[src/rtl/junction_scheduler.sv]
// junction_scheduler
//   Phase scheduler for a two-road junction with a pedestrian crossing.
//   Car-detector and push-button requests are latched into sticky flags and
//   served round-robin (road 1 -> road 2 -> ped). Green dwell is bounded by
//   GREEN_MIN / GREEN_MAX, and an emergency input can preempt service.
//   All timing is counted in ticks of TICK_DIV clock cycles.
//
// Ports
//   clock        in  1  system clock, rising edge
//   reset        in  1  synchronous, active-high
//   D1, D2       in  1  car detectors, road 1 / road 2 (level)
//   ped_req      in  1  pedestrian push-button (level or pulse)
//   emerg        in  1  emergency preemption active
//   emerg_road   in  1  preempting road (0 = road 1, 1 = road 2)
//   lightseq     out 6  [5:3] road 1 R/A/G, [2:0] road 2 R/A/G
//   walk         out 1  pedestrian walk lamp
//   req_pending  out 3  {ped, road2, road1} sticky request flags
module junction_scheduler #(
    parameter int TICK_DIV  = 50,
    parameter int ALLRED    = 1,
    parameter int PREP      = 1,
    parameter int GREEN_MIN = 4,
    parameter int GREEN_MAX = 12,
    parameter int AMBER     = 2,
    parameter int WALK      = 6
) (
    input  logic       clock,
    input  logic       reset,
    input  logic       D1,
    input  logic       D2,
    input  logic       ped_req,
    input  logic       emerg,
    input  logic       emerg_road,
    output logic [5:0] lightseq,
    output logic       walk,
    output logic [2:0] req_pending
);

    typedef enum logic [2:0] {
        S_ALLRED   = 3'd0,
        S_R1_PREP  = 3'd1,
        S_R1_GREEN = 3'd2,
        S_R1_AMBER = 3'd3,
        S_R2_PREP  = 3'd4,
        S_R2_GREEN = 3'd5,
        S_R2_AMBER = 3'd6,
        S_PED_WALK = 3'd7
    } state_t;

    typedef enum logic [1:0] {
        PH_R1  = 2'd0,
        PH_R2  = 2'd1,
        PH_PED = 2'd2
    } phase_t;

    // Dwell counts completed ticks, so a phase of N ticks ends when the tick
    // fires with dwell still at N-1.
    localparam logic [15:0] TICK_LAST   = 16'(TICK_DIV - 1);
    localparam logic [7:0]  ALLRED_LAST = 8'(ALLRED - 1);
    localparam logic [7:0]  PREP_LAST   = 8'(PREP - 1);
    localparam logic [7:0]  AMBER_LAST  = 8'(AMBER - 1);
    localparam logic [7:0]  WALK_LAST   = 8'(WALK - 1);
    localparam logic [8:0]  GMIN_T      = 9'(GREEN_MIN);
    localparam logic [8:0]  GMAX_T      = 9'(GREEN_MAX);

    state_t      state_q, state_d;
    phase_t      last_q, last_d;
    logic [15:0] presc_q, presc_d;
    logic [7:0]  dwell_q, dwell_d;
    logic        req1_q, req1_d;
    logic        req2_q, req2_d;
    logic        reqp_q, reqp_d;

    logic        tick;
    logic [8:0]  dwell_inc;
    state_t      arb_pick;
    logic        enter_r1g, enter_r2g, enter_walk;

    assign tick      = (presc_q == TICK_LAST);
    // Tick count including the tick completing on this edge; 9 bits so the
    // saturated value 255 still compares correctly.
    assign dwell_inc = {1'b0, dwell_q} + 9'd1;

    // Round-robin search starting at the phase after the last one served.
    always_comb begin
        arb_pick = S_R1_PREP;
        if (emerg) begin
            arb_pick = emerg_road ? S_R2_PREP : S_R1_PREP;
        end else begin
            case (last_q)
                PH_R1: begin
                    if (req2_q)      arb_pick = S_R2_PREP;
                    else if (reqp_q) arb_pick = S_PED_WALK;
                    else if (req1_q) arb_pick = S_R1_PREP;
                end
                PH_R2: begin
                    if (reqp_q)      arb_pick = S_PED_WALK;
                    else if (req1_q) arb_pick = S_R1_PREP;
                    else if (req2_q) arb_pick = S_R2_PREP;
                end
                default: begin
                    if (req1_q)      arb_pick = S_R1_PREP;
                    else if (req2_q) arb_pick = S_R2_PREP;
                    else if (reqp_q) arb_pick = S_PED_WALK;
                end
            endcase
        end
    end

    // Next-state logic
    always_comb begin
        state_d = state_q;
        case (state_q)
            S_ALLRED:   if (tick && dwell_q == ALLRED_LAST) state_d = arb_pick;
            S_R1_PREP:  if (tick && dwell_q == PREP_LAST)   state_d = S_R1_GREEN;
            S_R1_GREEN: begin
                // Emergency overrides dwell limits in both directions: the
                // other road is cut immediately, the selected road rests.
                if (emerg) begin
                    if (emerg_road) state_d = S_R1_AMBER;
                end else if (tick && (req2_q || reqp_q) &&
                             (dwell_inc >= GMAX_T || (dwell_inc >= GMIN_T && !D1))) begin
                    state_d = S_R1_AMBER;
                end
            end
            S_R1_AMBER: if (tick && dwell_q == AMBER_LAST)  state_d = S_ALLRED;
            S_R2_PREP:  if (tick && dwell_q == PREP_LAST)   state_d = S_R2_GREEN;
            S_R2_GREEN: begin
                if (emerg) begin
                    if (!emerg_road) state_d = S_R2_AMBER;
                end else if (tick && (req1_q || reqp_q) &&
                             (dwell_inc >= GMAX_T || (dwell_inc >= GMIN_T && !D2))) begin
                    state_d = S_R2_AMBER;
                end
            end
            S_R2_AMBER: if (tick && dwell_q == AMBER_LAST)  state_d = S_ALLRED;
            S_PED_WALK: if (tick && dwell_q == WALK_LAST)   state_d = S_ALLRED;
            default:    state_d = S_ALLRED;
        endcase
    end

    assign enter_r1g  = (state_d == S_R1_GREEN) && (state_q != S_R1_GREEN);
    assign enter_r2g  = (state_d == S_R2_GREEN) && (state_q != S_R2_GREEN);
    assign enter_walk = (state_d == S_PED_WALK) && (state_q != S_PED_WALK);

    // Request flags, last-served phase and timers
    always_comb begin
        // Clearing on service entry takes priority over a coincident set.
        req1_d = (req1_q | (D1 & (state_q != S_R1_GREEN))) & ~enter_r1g;
        req2_d = (req2_q | (D2 & (state_q != S_R2_GREEN))) & ~enter_r2g;
        reqp_d = (reqp_q | (ped_req & (state_q != S_PED_WALK))) & ~enter_walk;

        last_d = last_q;
        if (enter_r1g)       last_d = PH_R1;
        else if (enter_r2g)  last_d = PH_R2;
        else if (enter_walk) last_d = PH_PED;

        presc_d = presc_q + 16'd1;
        dwell_d = dwell_q;
        if (state_d != state_q) begin
            presc_d = 16'd0;
            dwell_d = 8'd0;
        end else if (tick) begin
            presc_d = 16'd0;
            if (dwell_q != 8'hFF) dwell_d = dwell_q + 8'd1;
        end
    end

    // State register
    always_ff @(posedge clock) begin
        if (reset) begin
            state_q <= S_ALLRED;
            last_q  <= PH_PED;
            presc_q <= 16'd0;
            dwell_q <= 8'd0;
            req1_q  <= 1'b0;
            req2_q  <= 1'b0;
            reqp_q  <= 1'b0;
        end else begin
            state_q <= state_d;
            last_q  <= last_d;
            presc_q <= presc_d;
            dwell_q <= dwell_d;
            req1_q  <= req1_d;
            req2_q  <= req2_d;
            reqp_q  <= reqp_d;
        end
    end

    // Output decode of the registered state only
    always_comb begin
        lightseq = 6'b100100;
        walk     = 1'b0;
        case (state_q)
            S_ALLRED:   lightseq = 6'b100100;
            S_R1_PREP:  lightseq = 6'b110100;
            S_R1_GREEN: lightseq = 6'b001100;
            S_R1_AMBER: lightseq = 6'b010100;
            S_R2_PREP:  lightseq = 6'b100110;
            S_R2_GREEN: lightseq = 6'b100001;
            S_R2_AMBER: lightseq = 6'b100010;
            S_PED_WALK: begin
                lightseq = 6'b100100;
                walk     = 1'b1;
            end
            default:    lightseq = 6'b100100;
        endcase
        req_pending = {reqp_q, req2_q, req1_q};
    end

endmodule
[config.mk]
export PLATFORM = sky130hd
export DESIGN_NAME = junction_scheduler
export DESIGN_NICKNAME = d
export VERILOG_FILES = /design/src/rtl/junction_scheduler.sv
export SDC_FILE = /design/constraint.sdc
export NUM_CORES = 1
export LEC_CHECK = 0
export ABC_CLOCK_PERIOD_IN_PS = 2800
export BUFFER_PORTS_ARGS = -buffer_cell sky130_fd_sc_hd__buf_2
export CELL_PAD_IN_SITES_DETAIL_PLACEMENT = 1
export CELL_PAD_IN_SITES_GLOBAL_PLACEMENT = 1
export CORE_MARGIN = 10
export CORE_UTILIZATION = 41
export CTS_CLUSTER_SIZE = 28
export DETAILED_ROUTE_END_ITERATION = 16
export PLACE_DENSITY = 0.74
export SLEW_MARGIN = 20
export SYNTH_ARGS = -nofsm -noshare
export SYNTH_HDL_FRONTEND = slang
export SYNTH_SLANG_ARGS = --single-unit
export TNS_END_PERCENT = 10
[constraint.sdc]
create_clock -name clock -period 2.8 [get_ports clock]
set_input_delay 0.56 -clock clock [delete_from_list [all_inputs] [get_ports clock]]
set_output_delay 0.56 -clock clock [all_outputs]
set_load 0.01 [all_outputs]
Yosys cells after proc, flatten, opt, wreduce, memory -nomap -nowiden
Index checks and enable logic that the tools add are counted.
{"block": "totals", "out_inout_bits": 10, "in_bits": 7, "ff_bits": 32}
{"block": "classes", "eq_ne": 19, "n_mux": 26, "reduce_logical": 29, "magnitude_cmp": 2, "n_bitwise": 12, "n_addsub": 3}
{"cell": "2-to-1 mux 3 bit", "count": 19}
{"cell": "one-hot mux 6 bit (7 select lines)", "count": 1}
{"cell": "one-hot mux 3 bit (7 select lines)", "count": 1}
{"cell": "equality test 3 bit (second input constant)", "count": 6}
{"cell": "adder 16 x 1 -> 16 bit (second input constant)", "count": 1}
{"cell": "equality test 16 x 6 -> 1 bit (second input constant)", "count": 1}
{"cell": "logical AND 1 bit", "count": 12}
{"cell": "adder 8 x 1 -> 9 bit (second input constant)", "count": 1}
{"cell": "equality test 3 x 2 -> 1 bit (second input constant)", "count": 3}
{"cell": "greater-or-equal comparator 9 x 3 -> 1 bit (second input constant)", "count": 1}
{"cell": "greater-or-equal comparator 9 x 4 -> 1 bit (second input constant)", "count": 1}
{"cell": "adder 8 x 1 -> 8 bit (second input constant)", "count": 1}
{"cell": "equality test 8 x 1 -> 1 bit (second input constant)", "count": 1}
{"cell": "equality test 8 x 3 -> 1 bit (second input constant)", "count": 1}
{"cell": "zero test 8 bit", "count": 1}
{"cell": "!= test 8 bit (second input constant)", "count": 1}
{"cell": "OR reduction 2 bit", "count": 4}
{"cell": "bitwise AND 1 bit", "count": 6}
{"cell": "2-to-1 mux 2 bit", "count": 3}
{"cell": "!= test 3 bit (second input constant)", "count": 2}
{"cell": "one-hot mux 3 bit (2 select lines)", "count": 1}
{"cell": "logical OR 1 bit", "count": 4}
{"cell": "equality test 3 x 1 -> 1 bit (second input constant)", "count": 1}
{"cell": "zero test 3 bit", "count": 1}
{"cell": "12 further kinds", "count": 17}

Logic depth before layout (Yosys ltp)
{"block": "logic_depth", "depth_word": 13, "depth_mapped": 11}

Least setup slack after synthesis
No wires, ideal clock.
{"block": "synth_timing", "kind": "flip-flop to flip-flop", "startpoint": "reg dwell_q[1]", "endpoint": "reg presc_q[4]", "stages_incl_launch_ff": 11, "n_path_buf": 2, "synth_period_minus_slack_ps": 2695, "required_time_ps": 2700, "t_arrival_ps": 2595, "setup_slack_ps": 105, "path_cell_list": "dfxtp_1 > ha_1 > nand3_2 > or4_1 > o31a_1 > a211oi_2 > o2bb2ai_1 > or3_1 > buf_6 > buf_8 > a2111oi_4"}
{"block": "synth_between", "elab_chain_len": 10, "word_cells_on_any_way": 27, "classes_between": "add/sub: 1; order compare: 2; eq/ne: 3; mux: 10; reduce/logical: 11"}
{"element": "start, declared", "line": "69", "rtl": "logic [7:0] dwell_q, dwell_d;"}
{"element": "start signal, assigned", "line": "183", "rtl": "dwell_q <= dwell_d;"}
{"element": "adder 8 x 1 -> 9 bit", "line": "82", "rtl": "assign dwell_inc = {1'b0, dwell_q} + 9'd1;"}
{"element": "greater-or-equal comparator 9 x 3 -> 1 bit", "line": "122, 132"}
{"element": "logical AND 1 bit, on equally long branches", "line": "132, 122"}
{"element": "logical OR 1 bit, on equally long branches", "line": "132, 122"}
{"element": "logical AND 1 bit, on equally long branches", "line": "131, 121"}
{"element": "2-to-1 mux 3 bit, on equally long branches", "line": "131, 121"}
{"element": "2-to-1 mux 3 bit, on equally long branches", "line": "129, 119"}
{"element": "one-hot mux 3 bit (7 select lines) *", "line": "113", "rtl": "case (state_q)"}
{"element": "!= test 3 bit *", "line": "160", "rtl": "if (state_d != state_q) begin"}
{"element": "OR reduction 3 bit (no line) *"}
{"element": "end signal, assigned", "line": "182", "rtl": "presc_q <= presc_d;"}
{"element": "end, declared", "line": "68", "rtl": "logic [15:0] presc_q, presc_d;"}
Mark *: on every way between the ends. The rest lies on a longest branch, timed or not.
A chain may end at the register's enable or synchronous reset.

Worst setup path after layout
{"block": "layout_timing", "startpoint": "reg dwell_q[0]", "endpoint": "reg presc_q[1]"}
Same word-level chain as after synthesis.

==> impl_metrics.env <==
export IMPL_die_h_um=94.0
export IMPL_die_w_um=94.0
export IMPL_cts_buffers=5
export IMPL_slowest_delay_ns=0.48
export IMPL_viasPerCell=5.81
export IMPL_p_per_area_mw_per_mm2=466
export IMPL_die_area_mm2=0.00883
export IMPL_synth_simple_area_share=0.275
export IMPL_finalSetupTns_ns=0
export IMPL_yosysTopAreaCell="dfxtp_1"
export IMPL_synth_adder_area_share=0.0279
export IMPL_synth_seq_cells=32
export IMPL_routed_wl_mm=6.38
export IMPL_clock_latency_ns=0.29
export IMPL_final_nets=304
export IMPL_crit_path_cell_trace="ha_1 > nand3_2 > or4_1 > o31a_1 > a211oi_2 > o2bb2ai_2 > or3_1 > buf_12 > a2111oi_1"
export IMPL_cts_buffer_depth=2
export IMPL_io_pins=17
export IMPL_first_global_vias=2103
export IMPL_tightest_slew_ns=0.588
export IMPL_cp_max_fo=23
export IMPL_worstSetupPathType="register to register"
export IMPL_fmax_mhz=376
export IMPL_slew_headroom=0.605
export IMPL_path_clk_slew_ns=0.07
export IMPL_synth_xor_area_frac=0.0859
export IMPL_synth_edff_count=0
export IMPL_row_count=26
export IMPL_hold_violations=0
export IMPL_status="completed"
export IMPL_cts_tree="built"
export IMPL_antenna_found_initial=0
export IMPL_core_mm2=0.00520
export IMPL_r2r_slack_ns=0.14
export IMPL_yosysMostFrequentCell="dfxtp_1"
export IMPL_syn_to_final_growth_pct=13.5
export IMPL_place_congestion=0.810
export IMPL_drive_above_1_share=0.212
export IMPL_grt_max_degree=24
export IMPL_crit_cells=9
export IMPL_rsz0062_at_grt="false"
export IMPL_timing_final_crit_share=0.951
export IMPL_yosysTopAreaCellShare=0.286
export IMPL_worstPathArrival_ns=2.84
export IMPL_synth_fp_nets=289
export IMPL_start_util=0.431
export IMPL_hpwlAfterDp_mm=4.78
export IMPL_hold_path_class="register to register"
export IMPL_synth_area_mux_share=0.0140
export IMPL_cp_top_family="simple AND/OR/NAND/NOR gates"
export IMPL_clkSinkCount=32
export IMPL_leakage_nw=0.878
export IMPL_ant_nets=0
export IMPL_setup_ws_ns=0.138
export IMPL_synthTopCellsByArea="dfxtp_1 29%, a211oi_1 6.7%, xor2_1 4.7%, xnor2_1 3.9%, nand2_1 3.9%"
export IMPL_seq_area_frac_synth=0.286
export IMPL_pre_cts_ws_ns=0.0759
export IMPL_wire_per_inst_um=17.6
export IMPL_maxCapViolCount=0
export IMPL_synth_compound_area_frac=0.228
export IMPL_diodes=0
export IMPL_via_count=2108
export IMPL_port_buffers=16
export IMPL_end_kind="register"
export IMPL_final_max_slew_viol_count=0
export IMPL_drt_iter0_drc=118
export IMPL_setup_violations_final=0
export IMPL_critPathSlowestCell="or4_1"
export IMPL_post_cts_buffers=0
export IMPL_avgSynthCellArea_um2=8.09
export IMPL_drc=0
export IMPL_start_kind="register"
export IMPL_syn_inst=277
export IMPL_async_reset_ff_frac=0
export IMPL_synth_top_family_by_area="simple AND/OR/NAND/NOR gates"
export IMPL_h_tree_depth=2
export IMPL_grt_overflow=0
export IMPL_synth_cell_types=60
export IMPL_vdd_drop_max_mv=0.332
export IMPL_grt_pass1_wl_mm=10.5
export IMPL_fin_skew_ns=0.00176
export IMPL_mappedNetlistArea_mm2=0.00224
export IMPL_track_usage=0.145
export IMPL_holdPathStages=1
export IMPL_synthTopCellsByCount="32 x dfxtp_1, 23 x nand2_1, 22 x nor2_1, 20 x a211oi_1, 14 x nor3_1"
export IMPL_min_period_ns=2.66
export IMPL_worstPathRequired_ns=2.98
export IMPL_cts_root_buffer="clkbuf_8"
export IMPL_r2r_cells=9
export IMPL_synth_flop_cell="dfxtp_1"
export IMPL_path_buf_inv=1
export IMPL_yosys_warnings=0
export IMPL_first_pass_iters=4
[what timing repair did]
item	CTS	global route
endpoints found under the setup margin	0	17
hold buffers	0	0
resized for setup	0	11
[layout make-up]
type	count	area, µm²
repair buffers	32	213
clock inverters	3	18.8
well taps	70	87.6
clock buffers	5	68.8
flip-flops and latches	32	643
multi-input cells	209	1470
inverters	12	45.0
fillers	658	2660
[metrics by stage]
stage,instance area (µm²),hold slack (ns),utilization,power (W),instances
global route,2540,0.506,0.489,0.00126,363
global placement,2400,0.507,0.462,0.000798,355
floorplan,2240,0.488,-,0.000748,277
CTS,2490,0.552,0.479,0.00118,363
detailed placement,2400,0.541,0.462,0.000807,355
finish,2540,0.486,0.489,0.00119,363
[registers in the layout (all words and copies together), names as in the netlist]
name	cells
dwell_q	8
last_q	2
presc_q	16
req1_q	1
req2_q	1
reqp_q	1
state_q	3
[report_power, final]
part	switching [W]	internal [W]	total, W	leakage [nW]
sequential	0.0000463	0.000481	0.000528	0.260
combinational	0.000165	0.000127	0.000292	0.570
clock	0.000194	0.000173	0.000367	0.0479
[routing by layer]
| layer | track usage | vias to the layer above | share of wire |
|---|---|---|---|
| met5 | 0 | - | 0 |
| li1 | - | 1036 | - |
| met3 | 0.0320 | 7 | 0.036 |
| met1 | 0.186 | 1029 | 0.48 |
| met2 | 0.242 | 36 | 0.47 |
| met4 | 0.0342 | 0 | 0.012 |
[cells in the final DEF, fill, tap and decap left out, types with 12 or more instances in the layout]
master and count:
xor2_1 12, inv_1 12, buf_2 16, nand2_1 23, buf_4 15, nand3_1 13, a211oi_1 19, dfxtp_1 30
nor3_1 13, nor2_1 22
[cells by family after synthesis]
logic type | Yosys count
simple gates | 115
compound gates | 64
buf+inv | 36
flops | 32
xor+xnor | 22
fa+ha+maj | 5
mux | 3
[path summary, 6_finish.rpt]
path | from | end
max | dwell_q[0] | presc_q[1]
min | presc_q[0] | presc_q[0]
max reg2reg | dwell_q[0] | presc_q[1]
min reg2reg | presc_q[0] | presc_q[0]
Note: power is estimated with default switching activity, not from simulation.
